===== src/rtl/uart_rx_if.sv =====
// uart_rx_if: consumer-side handshake between the UART receiver
// and whatever drains its bytes.
interface uart_rx_if;
  logic [7:0] RXData;
  logic       rx_valid;
  logic       rx_ack;
  logic       frame_err;
  logic       overrun;
  logic       busy;

  modport master (
    output RXData,
    output rx_valid,
    output frame_err,
    output overrun,
    output busy,
    input  rx_ack
  );

  modport slave (
    input  RXData,
    input  rx_valid,
    input  frame_err,
    input  overrun,
    input  busy,
    output rx_ack
  );
endinterface


===== src/rtl/uart_rx.sv =====
// uart_rx: 8N1 receiver, LSB first, with break hold-off and
// sticky overrun on an unacknowledged byte.
module uart_rx #(
  parameter int CLKS_PER_BIT = 16
) (
  input  logic      clk,
  input  logic      rst,
  input  logic      rxd,
  uart_rx_if.master bus
);
  localparam int CW = $clog2(CLKS_PER_BIT);
  localparam logic [CW-1:0] LAST = CW'(CLKS_PER_BIT - 1);
  localparam logic [CW-1:0] HALF = CW'(CLKS_PER_BIT / 2 - 1);

  localparam logic [2:0] IDLE  = 3'd0;
  localparam logic [2:0] START = 3'd1;
  localparam logic [2:0] DATA  = 3'd2;
  localparam logic [2:0] STOP  = 3'd3;
  localparam logic [2:0] BRK   = 3'd4;

  logic [2:0]    state;
  logic [CW-1:0] cnt;
  logic [2:0]    index;
  logic [7:0]    shift;
  logic [1:0]    sync;
  logic          rxd_s;
  logic          tick;
  logic          done;

  assign rxd_s    = sync[1];
  assign tick     = cnt == LAST;
  assign done     = state == STOP && tick && rxd_s;
  assign bus.busy = state != IDLE;

  always_ff @(posedge clk) begin
    if (rst) begin
      sync          <= 2'b11;
      state         <= IDLE;
      cnt           <= '0;
      index         <= '0;
      shift         <= '0;
      bus.RXData    <= 8'h00;
      bus.rx_valid  <= 1'b0;
      bus.frame_err <= 1'b0;
      bus.overrun   <= 1'b0;
    end else begin
      sync          <= {sync[0], rxd};
      bus.frame_err <= 1'b0;
      case (state)
        IDLE: begin
          if (!rxd_s) begin
            state <= START;
            cnt   <= '0;
          end
        end
        START: begin
          if (cnt == HALF) begin
            cnt <= '0;
            if (rxd_s) begin
              state <= IDLE;
            end else begin
              state <= DATA;
              index <= '0;
            end
          end else begin
            cnt <= cnt + 1'b1;
          end
        end
        DATA: begin
          if (tick) begin
            shift <= {rxd_s, shift[7:1]};
            cnt   <= '0;
            index <= index + 1'b1;
            if (index == 3'd7)
              state <= STOP;
          end else begin
            cnt <= cnt + 1'b1;
          end
        end
        STOP: begin
          if (tick) begin
            cnt <= '0;
            if (rxd_s) begin
              state <= IDLE;
            end else begin
              state         <= BRK;
              bus.frame_err <= 1'b1;
            end
          end else begin
            cnt <= cnt + 1'b1;
          end
        end
        BRK: begin
          if (rxd_s)
            state <= IDLE;
        end
        default: state <= IDLE;
      endcase
      // a completing byte wins over a same-cycle acknowledge
      if (done) begin
        bus.RXData   <= shift;
        bus.rx_valid <= 1'b1;
        bus.overrun  <= (bus.overrun | bus.rx_valid) & ~bus.rx_ack;
      end else if (bus.rx_ack) begin
        bus.rx_valid <= 1'b0;
        bus.overrun  <= 1'b0;
      end
    end
  end
endmodule


===== src/flat_wrapper.sv =====
// flat-port wrapper written by rule: the top's interface ports become plain ports
module uart_rx_flat 
#(
  parameter int CLKS_PER_BIT = 16
)
  (clk, rst, rxd, bus_RXData, bus_rx_valid, bus_frame_err, bus_overrun, bus_busy, bus_rx_ack);
  uart_rx_if bus_i ();
  input  logic clk;
  input  logic rst;
  input  logic rxd;
  output wire logic [$bits(bus_i.RXData)-1:0] bus_RXData;
  output wire logic [$bits(bus_i.rx_valid)-1:0] bus_rx_valid;
  output wire logic [$bits(bus_i.frame_err)-1:0] bus_frame_err;
  output wire logic [$bits(bus_i.overrun)-1:0] bus_overrun;
  output wire logic [$bits(bus_i.busy)-1:0] bus_busy;
  input wire logic [$bits(bus_i.rx_ack)-1:0] bus_rx_ack;
  assign bus_RXData = bus_i.RXData;
  assign bus_rx_valid = bus_i.rx_valid;
  assign bus_frame_err = bus_i.frame_err;
  assign bus_overrun = bus_i.overrun;
  assign bus_busy = bus_i.busy;
  assign bus_i.rx_ack = bus_rx_ack;
  uart_rx #(.CLKS_PER_BIT(CLKS_PER_BIT)) u_core (.clk(clk), .rst(rst), .rxd(rxd), .bus(bus_i));
endmodule

===== config.mk =====
export PLATFORM = sky130hd
export DESIGN_NAME = uart_rx_flat
export DESIGN_NICKNAME = d
export VERILOG_FILES = /design/src/rtl/uart_rx_if.sv /design/src/rtl/uart_rx.sv /design/src/flat_wrapper.sv
export SDC_FILE = /design/constraint.sdc
export NUM_CORES = 1
export LEC_CHECK = 0
export CAP_MARGIN = 20
export CORE_MARGIN = 2
export CORE_UTILIZATION = 45
export CTS_BUF_LIST = sky130_fd_sc_hd__clkbuf_4
export DETAILED_ROUTE_END_ITERATION = 8
export PLACE_DENSITY_LB_ADDON = 0.1
export SYNTH_ARGS = -nofsm -noshare
export SYNTH_HDL_FRONTEND = slang
export SYNTH_SLANG_ARGS = --single-unit

===== constraint.sdc =====
create_clock -name clk -period 1.7 [get_ports clk]
set_input_delay 0.255 -clock clk [delete_from_list [all_inputs] [get_ports clk]]
set_output_delay 0.255 -clock clk [all_outputs]
set_load 0.03 [all_outputs]

# Word level (Yosys, flattened, before mapping)
# Index checks and enable logic that the tools add are counted.
# W data, S select, Z words.
[word_totals]
out_inout_bits = 12
in_bits = 4
regBits = 31
[classes]
n_reduce_logical = 13
add_sub_neg = 2
eq_ne = 14
bitwise_logic = 5
muxes = 21
[op_table]
columns = ["operator", "n"]
rows = [
  ["$mux W3", 10],
  ["$pmux W3 S5", 1],
  ["$mux W4", 3],
  ["$pmux W4 S3", 1],
  ["$ne A2 B1 Y1 const B", 5],
  ["$eq A3 B2 Y1 const B", 2],
  ["$eq A3 B3 Y1 const B", 2],
  ["$pmux W3 S2", 1],
  ["$reduce_and A6 Y1", 1],
  ["$reduce_bool A3 Y1", 2],
  ["$add A4 B1 Y4 const B", 1],
  ["$eq A4 B3 Y1 const B", 1],
  ["$eq A4 B4 Y1 const B", 1],
  ["$mux W1", 4],
  ["$ne A2 B2 Y1 const B", 2],
  ["$reduce_and A2 Y1", 2],
  ["$reduce_and A4 Y1", 1],
  ["$reduce_bool A2 Y1", 2],
  ["$add A3 B1 Y3 const B", 1],
  ["$eq A3 B1 Y1 const B", 1],
  ["$logic_not A3 Y1", 1],
  ["$not A1 Y1", 3],
  ["$reduce_or A3 Y1", 1],
  ["$logic_and A1 B1 Y1", 2],
  ["4 further kinds", 4],
]

# Longest topological paths before layout
# Gate-level depths: netlist of the first run.
[depth]
word_depth = 4
ltp_mapped = 6
depth_no_buf = 6

# Least setup slack after synthesis of the first run
# No wires, ideal clock.
[synth_timing]
kind = "register -> register"
start = "reg u_core.cnt[0]"
end = "reg u_core.index[1]"
path_buffers = 1
path_stages_with_launch = 7
period_less_slack_ns = 1.492
slack_ns = 0.208
arrival_ns = 1.360
cell_sequence = "dfxtp_1 -> ha_1 -> nand3_4 -> or3_4 -> buf_6 -> nand3_1 -> a21oi_1"
[synth_via]
elab_chain_cells = 3
[synth_lines]
columns = ["item", "line", "text"]
rows = [
  ["start: declaration", "uart_rx.sv:22", "logic [CW-1:0] cnt;"],
  ["start signal: assignment", "uart_rx.sv:66", "cnt <= cnt + 1'b1;"],
  ["start signal: assignment", "uart_rx.sv:77", "cnt <= cnt + 1'b1;"],
  ["start signal: assignment", "uart_rx.sv:90", "cnt <= cnt + 1'b1;"],
  ["$eq A4 B4 Y1 / $eq A4 B3 Y1 (equally long branches)", "uart_rx.sv:31, uart_rx.sv:57", ""],
  ["$ne A2 B1 Y1 (no source line)", "n/a", ""],
  ["$reduce_and A4 Y1 (no source line) *", "n/a", ""],
  ["end signal: assignment", "uart_rx.sv:73", "index <= index + 1'b1;"],
  ["end: declaration", "uart_rx.sv:23", "logic [2:0] index;"],
]
# Mark *: on every way between the ends. The rest lies on a longest branch, timed or not.
# A chain may end at the register's enable or synchronous reset.

# Worst setup path after layout of the first run
[layout_timing]
start = "reg u_core.bus.rx_valid"
end = "out bus_rx_valid"
[layout_rtl]
columns = ["item", "line", "text"]
rows = [
  ["start: declaration", "uart_rx_if.sv:13", "output rx_valid,"],
  ["start signal: assignment", "uart_rx.sv:43", "bus.rx_valid <= 1'b0;"],
  ["start signal: assignment", "uart_rx.sv:102", "bus.rx_valid <= 1'b1;"],
  ["start signal: assignment", "uart_rx.sv:105", "bus.rx_valid <= 1'b0;"],
  ["end: declaration", "flat_wrapper.sv:12", "output wire logic [$bits(bus_i.rx_valid)-1:0] bus_rx_valid;"],
]
# No word-level cell between the ends.

==> results.md, run 1 <==
* Outcome: finished, final reports clean
* TritonCTS buffer count at 5
* Finished Layout Cells at 200
* Top_reg_cell synth: dfxtp_1
* Final setup fails at 0
* Hold_sp: u_core.sync[0]
* R2R Setup Slk at 0.11 ns
* Fillers at 277
* ANT nets after route at 0
* Slew HR at 69.1%
* Cells on Worst Hold Path at 1
* Critical path's slowest cell: clkdlybuf4s50_1
* Die Wd at 58.4 µm
* Clock Power Share at 40.6%
* Worst Slack Setup Final at 0.0867 ns
* Number of detailed-route iterations in the first pass at 4
* Vias post-DR at 1098
* Fmax at 620 MHz
* Clk buf depth at 2
* Yosys reg bits at 31
* Max-cap violations at 0
* R2R depth at 6
* Setup TNS at 0 ns
* Initial drt markers at 37
* CP peak stage delay at 0.68 ns
* WHS at 0.421 ns
* Worst VDD drop at 708 µV
* Nets at 175
* Cell family with most CP delay: buffers and inverters
* Routability cong. at 0.772
* Seq pwr share at 54.4%
* Slew Limit Fails at 0
* Max Clock Skew at 0.00511 ns
* Register area share after synthesis at 46.6%
* Synth Warn # at 0
* IO Port Bufs at 15
* Gr usage total at 16.8%
* Distinct cells, synth at 33
* Die Ht at 58.4 µm
* Kind of critical path: flop to primary output
* Combinational share of power at 5.0%
* Placed Instances at 192
* Worst-path clk slew at 0.09 ns
* Number of flops mapped to enable cells by yosys at 0
* Tot Pwr at 1350 µW
* Area Growth Syn to Fin at 19.3%
* Switch share at 21.5%
* Die area at 3410 µm²
* Critical Path Sink Type: primary output
* IO Pins at 16
* Final hold violations at 0
* Pin count of the biggest net entering global routing at 15
* P_leak at 0.000557 µW
* CTS HTree Levels at 2
* Most common cell after layout, fill and taps aside: dfxtp_1
* Syn avg cell area at 9.06 µm²
* Initial core utilization at 47.9%
* CP max FO at 3
* Layout cells sized above 1 at 13.6%
* CTS tree: yes
* # diodes at 0
* Required @ worst endpoint at 1.44 ns
* Mapped Area at 1330 µm²
* Critical path arrival at 1.36 ns
* Total global routing overflow at 0
* WP buf/inv at 1
* Tmin final at 1.61 ns
* Crit path cell chain: clkdlybuf4s50_1
* HPWL after detailed placement at 1760 µm
* Cell Int Power at 1060 µW
* Psw at 291 µW
* Most frequent cells in the layout: dfxtp_1 (31), nand2_1 (23), a21oi_1 (17)
* # DRC at 0
* First-pass GRT wire length at 4330 µm
* Syn Nets at 154
* Min-Delay Path Class: flop to flop
* Fin crit share at 94.9%
* RSZ-0062 raised after global routing: no
* Vias in the first global route at 993
* Initial antenna violation count at 0
* Reg2Reg Launch Point: u_core.cnt[0]
* Ys async rst share at 0%
* # rows at 19
* Later-pin clock latency in the skew report at 0.33 ns
* DRT Wirelength at 2580 µm
* WHS Endpoint: u_core.sync[1]
* DR vias/cell at 5.49
* Type of origin of the critical path: flop
* Tightest Pin Transition at 0.462 ns
* CORE AREA at 2780 µm²
* Clock Sinks at 31
* Clock root buffer: clkbuf_4
* PD cells at 853 nW/µm²
* Synth Instances at 147
* Dpl ws at 0.115 ns
* Reg2reg end: u_core.bus.RXData[1]
* Drt wl/cell at 12.9 µm
worst max-delay path by stage:
stage,slack [ns],cells past startpoint,start,to
after floorplan,0.21,6,u_core.cnt[0],u_core.index[1]
after global placement,0.15,6,u_core.index[0],u_core.state[1]
after detailed placement,0.12,6,u_core.cnt[0],u_core.bus.RXData[3]
after CTS,0.06,1,u_core.bus.RXData[1],bus_RXData[1]
after global routing,0.008,5,u_core.index[0],u_core.state[2]
final,0.09,1,u_core.bus.rx_valid,bus_rx_valid
Yosys cell counts, types with 3 or more instances:
| master | count | share of area (%) |
|---|---|---|
| a21oi_1 | 17 | 6.4 |
| buf_4 | 3 | 1.7 |
| buf_6 | 3 | 2.5 |
| clkbuf_1 | 3 | 0.85 |
| dfxtp_1 | 31 | 47 |
| ha_1 | 3 | 2.8 |
| mux2i_1 | 10 | 7.5 |
| nand2_1 | 23 | 6.5 |
| nand2b_1 | 3 | 1.4 |
| nand3_1 | 7 | 2.6 |
| nor2_1 | 16 | 4.5 |
| nor3_1 | 3 | 1.1 |
kinds of logic (layout without fill, tap and decap cells):
group	after synthesis	in the layout	synth area share, %
mux	11	11	8.36
compound gates	24	24	10.4
flops	31	31	46.6
buf+inv	11	33	5.64
fa+ha+maj	3	3	2.82
xor+xnor	1	1	0.658
simple gates	66	66	25.5
metal layers:
layer / GRT usage, % / share of wire, % / wire length (µm) / vias to the layer above
li1: - / - / - / 549
met1: 20.3 / 44 / 1140 / 507
met2: 26.0 / 48 / 1230 / 38
met3: 6.81 / 6.6 / 170 / 4
met4: 7.64 / 1.2 / 31 / 0
met5: 0 / 0 / 0 / -
power by group through the flow:
stage | Clock [µW] | Combinational (µW) | Sequential, µW
finish | 550 | 67.7 | 736
global route | 602 | 74.8 | 737
CTS | 573 | 67.6 | 736
detailed placement | 0 | 68.7 | 753
global placement | 0 | 67.6 | 753
floorplan | 0 | 45.5 | 752
final cells by class:
class                           instances  area, µm²  share of cell area (%)
Clock buffer                            5       37.5                    2.36
Clock inverter                          3       38.8                    2.44
Inverter                                2       7.51                   0.473
Multi-Input combinational cell        105        636                    40.0
Sequential cell                        31        621                    39.1
Tap cell                               31       38.8                    2.44
Timing Repair Buffer                   23        209                    13.2
flip-flops by register name, indices dropped and copies added, names as in the netlist:
register / cells
u_core.bus.RXData: 8
u_core.bus.frame_err: 1
u_core.bus.overrun: 1
u_core.state: 3
u_core.bus.rx_valid: 1
u_core.sync: 2
u_core.shift: 8
u_core.cnt: 4
u_core.index: 3
metrics by stage:
stage / utilization, % / instance area [µm²]
finish: 57.1 / 1590
global route: 57.1 / 1590
CTS: 57.1 / 1590
detailed placement: 54.4 / 1510
global placement: 54.4 / 1510
floorplan: - / 1330
what timing repair did:
item                                    CTS  global route
endpoints found under the setup margin    1             0
hold buffers                              0             0
resized for setup                         1             0
hold endpoints to repair                  0             0
setup buffers                             0             0
(Power assumes the default switching activity.)
==> inputs of run 2 (changes only) <==
Settings changed: CORE_UTILIZATION 45 to 55.
==> results.md, run 2 (synthesized netlist as in run 1, its figures left out) <==
* Outcome: finished, final reports clean
* Tmin final at 1.62 ns
* CTS HTree Levels at 2
* Die Ht at 53.2 µm
* Initial antenna violation count at 0
* Initial core utilization at 59.0%
* # diodes at 0
* CORE AREA at 2250 µm²
* CP Launch Point: u_core.bus.rx_valid
* Critical path's slowest cell: clkdlybuf4s50_1
* CP peak stage delay at 0.68 ns
* First-pass GRT wire length at 4360 µm
* R2R Setup Slk at 0.13 ns
* Setup TNS at 0 ns
* Cell family with most CP delay: buffers and inverters
* Final core occ at 69.0%
* IO Port Bufs at 15
* # rows at 17
* Reg2reg end: u_core.bus.RXData[4]
* Vias in the first global route at 973
* Clock Sinks at 31
* Worst VDD drop at 798 µV
* Type of origin of the critical path: flop
* Final setup fails at 0
* Reg area at 622 µm²
* RSZ-0062 raised after global routing: no
* Largest registers: u_core.bus.RXData: 8 flops, u_core.shift: 8 flops, u_core.cnt: 4 flops
* ANT nets after route at 0
* Initial drt markers at 26
* IO Pins at 16
* Gr usage total at 22.2%
* R2R depth at 6
* Die area at 2830 µm²
* CP max FO at 3
* Number of detailed-route iterations in the first pass at 4
* Routability cong. at 0.868
* Critical Path Sink Type: primary output
* PD cells at 764 nW/µm²
* Kind of critical path: flop to primary output
* Fmax at 618 MHz
* Critical path arrival at 1.36 ns
* DR vias/cell at 5.35
* WHS at 0.415 ns
* Drt wl/cell at 13.4 µm
* P_leak at 0.000543 µW
* TritonCTS buffer count at 5
* Nets at 175
* Most frequent cells in the layout: dfxtp_1 (30), nand2_1 (23), a21oi_1 (17)
* HPWL after detailed placement at 1810 µm
* Max-cap violations at 0
* Slew HR at 72.4%
* Hold_sp: u_core.sync[0]
* Vias post-DR at 1048
* Die Wd at 53.2 µm
* Area Growth Syn to Fin at 16.8%
* Total global routing overflow at 0
* CTS tree: yes
* Dpl ws at 0.121 ns
* DRT Wirelength at 2620 µm
* # DRC at 0
* Most common cell after layout, fill and taps aside: dfxtp_1
* Worst Slack Setup Final at 0.0812 ns
* WP buf/inv at 1
* Reg2Reg Launch Point: u_core.cnt[0]
* Layout cells sized above 1 at 13.7%
* Later-pin clock latency in the skew report at 0.32 ns
* Min-Delay Path Class: flop to flop
* Final hold violations at 0
* Cells on Worst Hold Path at 1
* Tightest Pin Transition at 0.414 ns
* Max Clock Skew at 0.00901 ns
* Post-CTS resize count at 2
* WHS Endpoint: u_core.sync[1]
* Required @ worst endpoint at 1.44 ns
* Multi-input gate area at 636 µm²
* Hold buffers post-CTS at 0
* Pin count of the biggest net entering global routing at 17
* Fillers at 197
* Clk buf depth at 2
* Worst-path clk slew at 0.08 ns
* Slew Limit Fails at 0
* Fin crit share at 95.2%
* Post-CTS Setup Inserts at 0
* Crit path cell chain: clkdlybuf4s50_1
* Clock root buffer: clkbuf_4
[run 2: cell types whose count changed in the layout (fill, tap and decap cells not counted)]
cell and delta:
bufinv_16 -1, dfxtp_1 -1, dfxtp_2 +1
[run 2: layer usage]
layer / track usage [%] / wire (µm) / vias to the layer above
li1: - / - / 548
met1: 30.0 / 1280 / 473
met2: 30.7 / 1200 / 23
met3: 8.47 / 99 / 4
met4: 10.3 / 31 / 0
met5: 0 / 0 / -
[run 2: final cells by class]
type | instances | share of cell area, %
Sequential cell | 31 | 40.0
Clock inverter | 2 | 0.563
Timing Repair Buffer | 23 | 13.4
Clock buffer | 5 | 2.41
Tap cell | 28 | 2.25
Inverter | 2 | 0.483
Multi-Input combinational cell | 105 | 40.9
[run 2: worst max path at each step]
stage	to	cells after the start	slack (ns)
floorplan	u_core.index[1]	6	0.21
global placement	bus_busy	3	0.14
detailed placement	u_core.bus.RXData[4]	6	0.12
CTS	bus_rx_valid	1	0.06
global route	bus_rx_valid	1	0.01
finish	bus_rx_valid	1	0.08
[run 2: metrics by stage]
step	instances	total power, µW	cell area [µm²]
after global routing	196	1240	1560
after CTS	196	1200	1560
after global placement	189	823	1510
after detailed placement	189	824	1510
final	196	1190	1560
after floorplan	147	797	1330
[run 2: power by group]
| part | leakage [µW] | switching (µW) | total (µW) | internal (µW) |
|---|---|---|---|---|
| logic | 0.000264 | 37.3 | 68.4 | 31.1 |
| clock network | 0.0000285 | 236 | 383 | 146 |
| registers | 0.000251 | 6.24 | 738 | 731 |
==> inputs of run 3 (changes only) <==
Settings changed: DONT_BUFFER_PORTS set to 1.
==> results.md, run 3 (synthesized netlist as in run 1, its figures left out) <==
* Critical path arrival at 1.75 ns
* Slew Limit Fails at 0
* DRT Wirelength at 2450 µm
* R2R Setup Slk at 0.12 ns
* # rows at 17
* Layout cells sized above 1 at 13.2%
* WHS Endpoint: u_core.bus.frame_err
* # DRC at 0
* Die Ht at 53.2 µm
* Area Growth Syn to Fin at 8.18%
* Min-Delay Path Class: primary input to flop
* Hold_sp: rst
* Initial core utilization at 59.0%
* Nets at 158
* Kind of critical path: flop to flop
* R2R depth at 6
* CP max FO at 10
* WHS at 0.0413 ns
* Final hold violations at 0
* Finished Layout Cells at 179
* Vias post-DR at 1014
* Gr usage total at 19.8%
* First-pass GRT wire length at 3970 µm
* Worst VDD drop at 906 µV
* Total global routing overflow at 0
* Clock root buffer: clkbuf_4
* Fin crit share at 93.0%
* Initial antenna violation count at 0
* Later-pin clock latency in the skew report at 0.31 ns
* Reg2Reg Launch Point: u_core.cnt[0]
* Tmin final at 1.58 ns
* Most frequent cells in the layout: dfxtp_1 (31), nand2_1 (23), a21oi_1 (17)
* Slew HR at 37.6%
* Die Wd at 53.2 µm
* Clock Sinks at 31
* Vias in the first global route at 911
* Largest registers: u_core.bus.RXData: 8 flops, u_core.shift: 8 flops, u_core.cnt: 4 flops
* CTS HTree Levels at 2
* Tot Pwr at 1340 µW
* # diodes at 0
* Pin count of the biggest net entering global routing at 26
* Fillers at 204
* Die area at 2830 µm²
* Critical Path Sink Type: flop
* ANT nets after route at 0
* Initial drt markers at 22
* Drt wl/cell at 13.7 µm
* Post-CTS Setup Inserts at 0
* Placed Instances at 168
* Number of detailed-route iterations in the first pass at 4
* CTS tree: yes
* Fmax at 632 MHz
* TritonCTS buffer count at 5
* Tightest Pin Transition at 0.933 ns
* Required @ worst endpoint at 1.87 ns
* Most common cell after layout, fill and taps aside: dfxtp_1
* CORE AREA at 2250 µm²
* HPWL after detailed placement at 1550 µm
* Clk buf depth at 2
* DR vias/cell at 5.66
* IO Pins at 16
* Worst-path clk slew at 0.10 ns
* Max-cap violations at 0
* Type of origin of the critical path: flop
* Final setup fails at 0
* Reg2reg end: u_core.bus.RXData[0]
* IO Port Bufs at 0
* Outcome: finished, final reports clean
* PD cells at 928 nW/µm²
* Max Clock Skew at 0.0114 ns
* P_leak at 0.000486 µW
* Routability cong. at 0.854
* Cells on Worst Hold Path at 1
[run 3: cell types whose count changed in the layout (fill, tap and decap cells not counted), sizes merged]
cell and change:
clkbuf +1, dlygate4sd3 +4, clkdlybuf4s50 -14, bufinv +1, buf -6, dlygate4sd2 -1, clkinv -2
[run 3: worst max path at each step]
stage                        from                   end  slack [ns]  depth (start not counted)
floorplan           u_core.cnt[0]       u_core.index[1]        0.21                          6
global placement    u_core.cnt[0]  u_core.bus.RXData[3]        0.19                          6
detailed placement  u_core.cnt[0]  u_core.bus.RXData[0]        0.12                          6
CTS                 u_core.cnt[0]  u_core.bus.RXData[0]        0.08                          6
global route        u_core.cnt[0]  u_core.bus.RXData[4]       -0.01                          6
finish              u_core.cnt[0]  u_core.bus.RXData[0]        0.12                          6
[run 3: timing repair]
action                                 4_1_cts  5_1_grt
gates resized for setup                      0        3
endpoints found under the hold margin       25        1
hold buffers                                 2        2
setup endpoints to repair                    0        9
[run 3: cell type report]
| cell class | instances | area [µm²] | area share (%) |
|---|---|---|---|
| clock buffer | 6 | 45.0 | 3.13 |
| clock inverter | 1 | 30.0 | 2.09 |
| inverter | 2 | 7.51 | 0.521 |
| multi-input combinational | 105 | 647 | 44.9 |
| sequential | 31 | 621 | 43.1 |
| tap | 28 | 35.0 | 2.43 |
| timing repair buffer | 6 | 55.1 | 3.82 |
[run 3: power by group]
group	switching [µW]	total (µW)	internal, µW
Clock	223	542	319
Combinational	32.3	54.3	22.0
Sequential	8.44	740	731
Total	264	1340	1070
[run 3: worst max-delay path: stages, from the launching register on]
cell and delay, ns:
dfxtp_1 0.38, ha_2 0.25, nand3_4 0.12, nor3_2 0.20
buf_4 0.23, mux2i_1 0.22, nor2_1 0.06
[run 3: per-layer routing]
metal	vias up	routed length, µm	global-route usage (%)
met3	2	127	10.2
li1	518	-	-
met4	0	9	5.13
met5	-	0	0
met1	469	1220	25.8
met2	25	1090	28.4
[run 3: stage by stage]
step	utilization (%)	worst slack, ns	instance area [µm²]	setup TNS, ns
final	63.9	0.118	1440	0
after global routing	63.9	-0.0112	1440	-0.0112
after CTS	62.5	0.0767	1410	0
after detailed placement	58.3	0.120	1310	0
after global placement	58.3	0.188	1310	0
after floorplan	-	0.208	1330	0
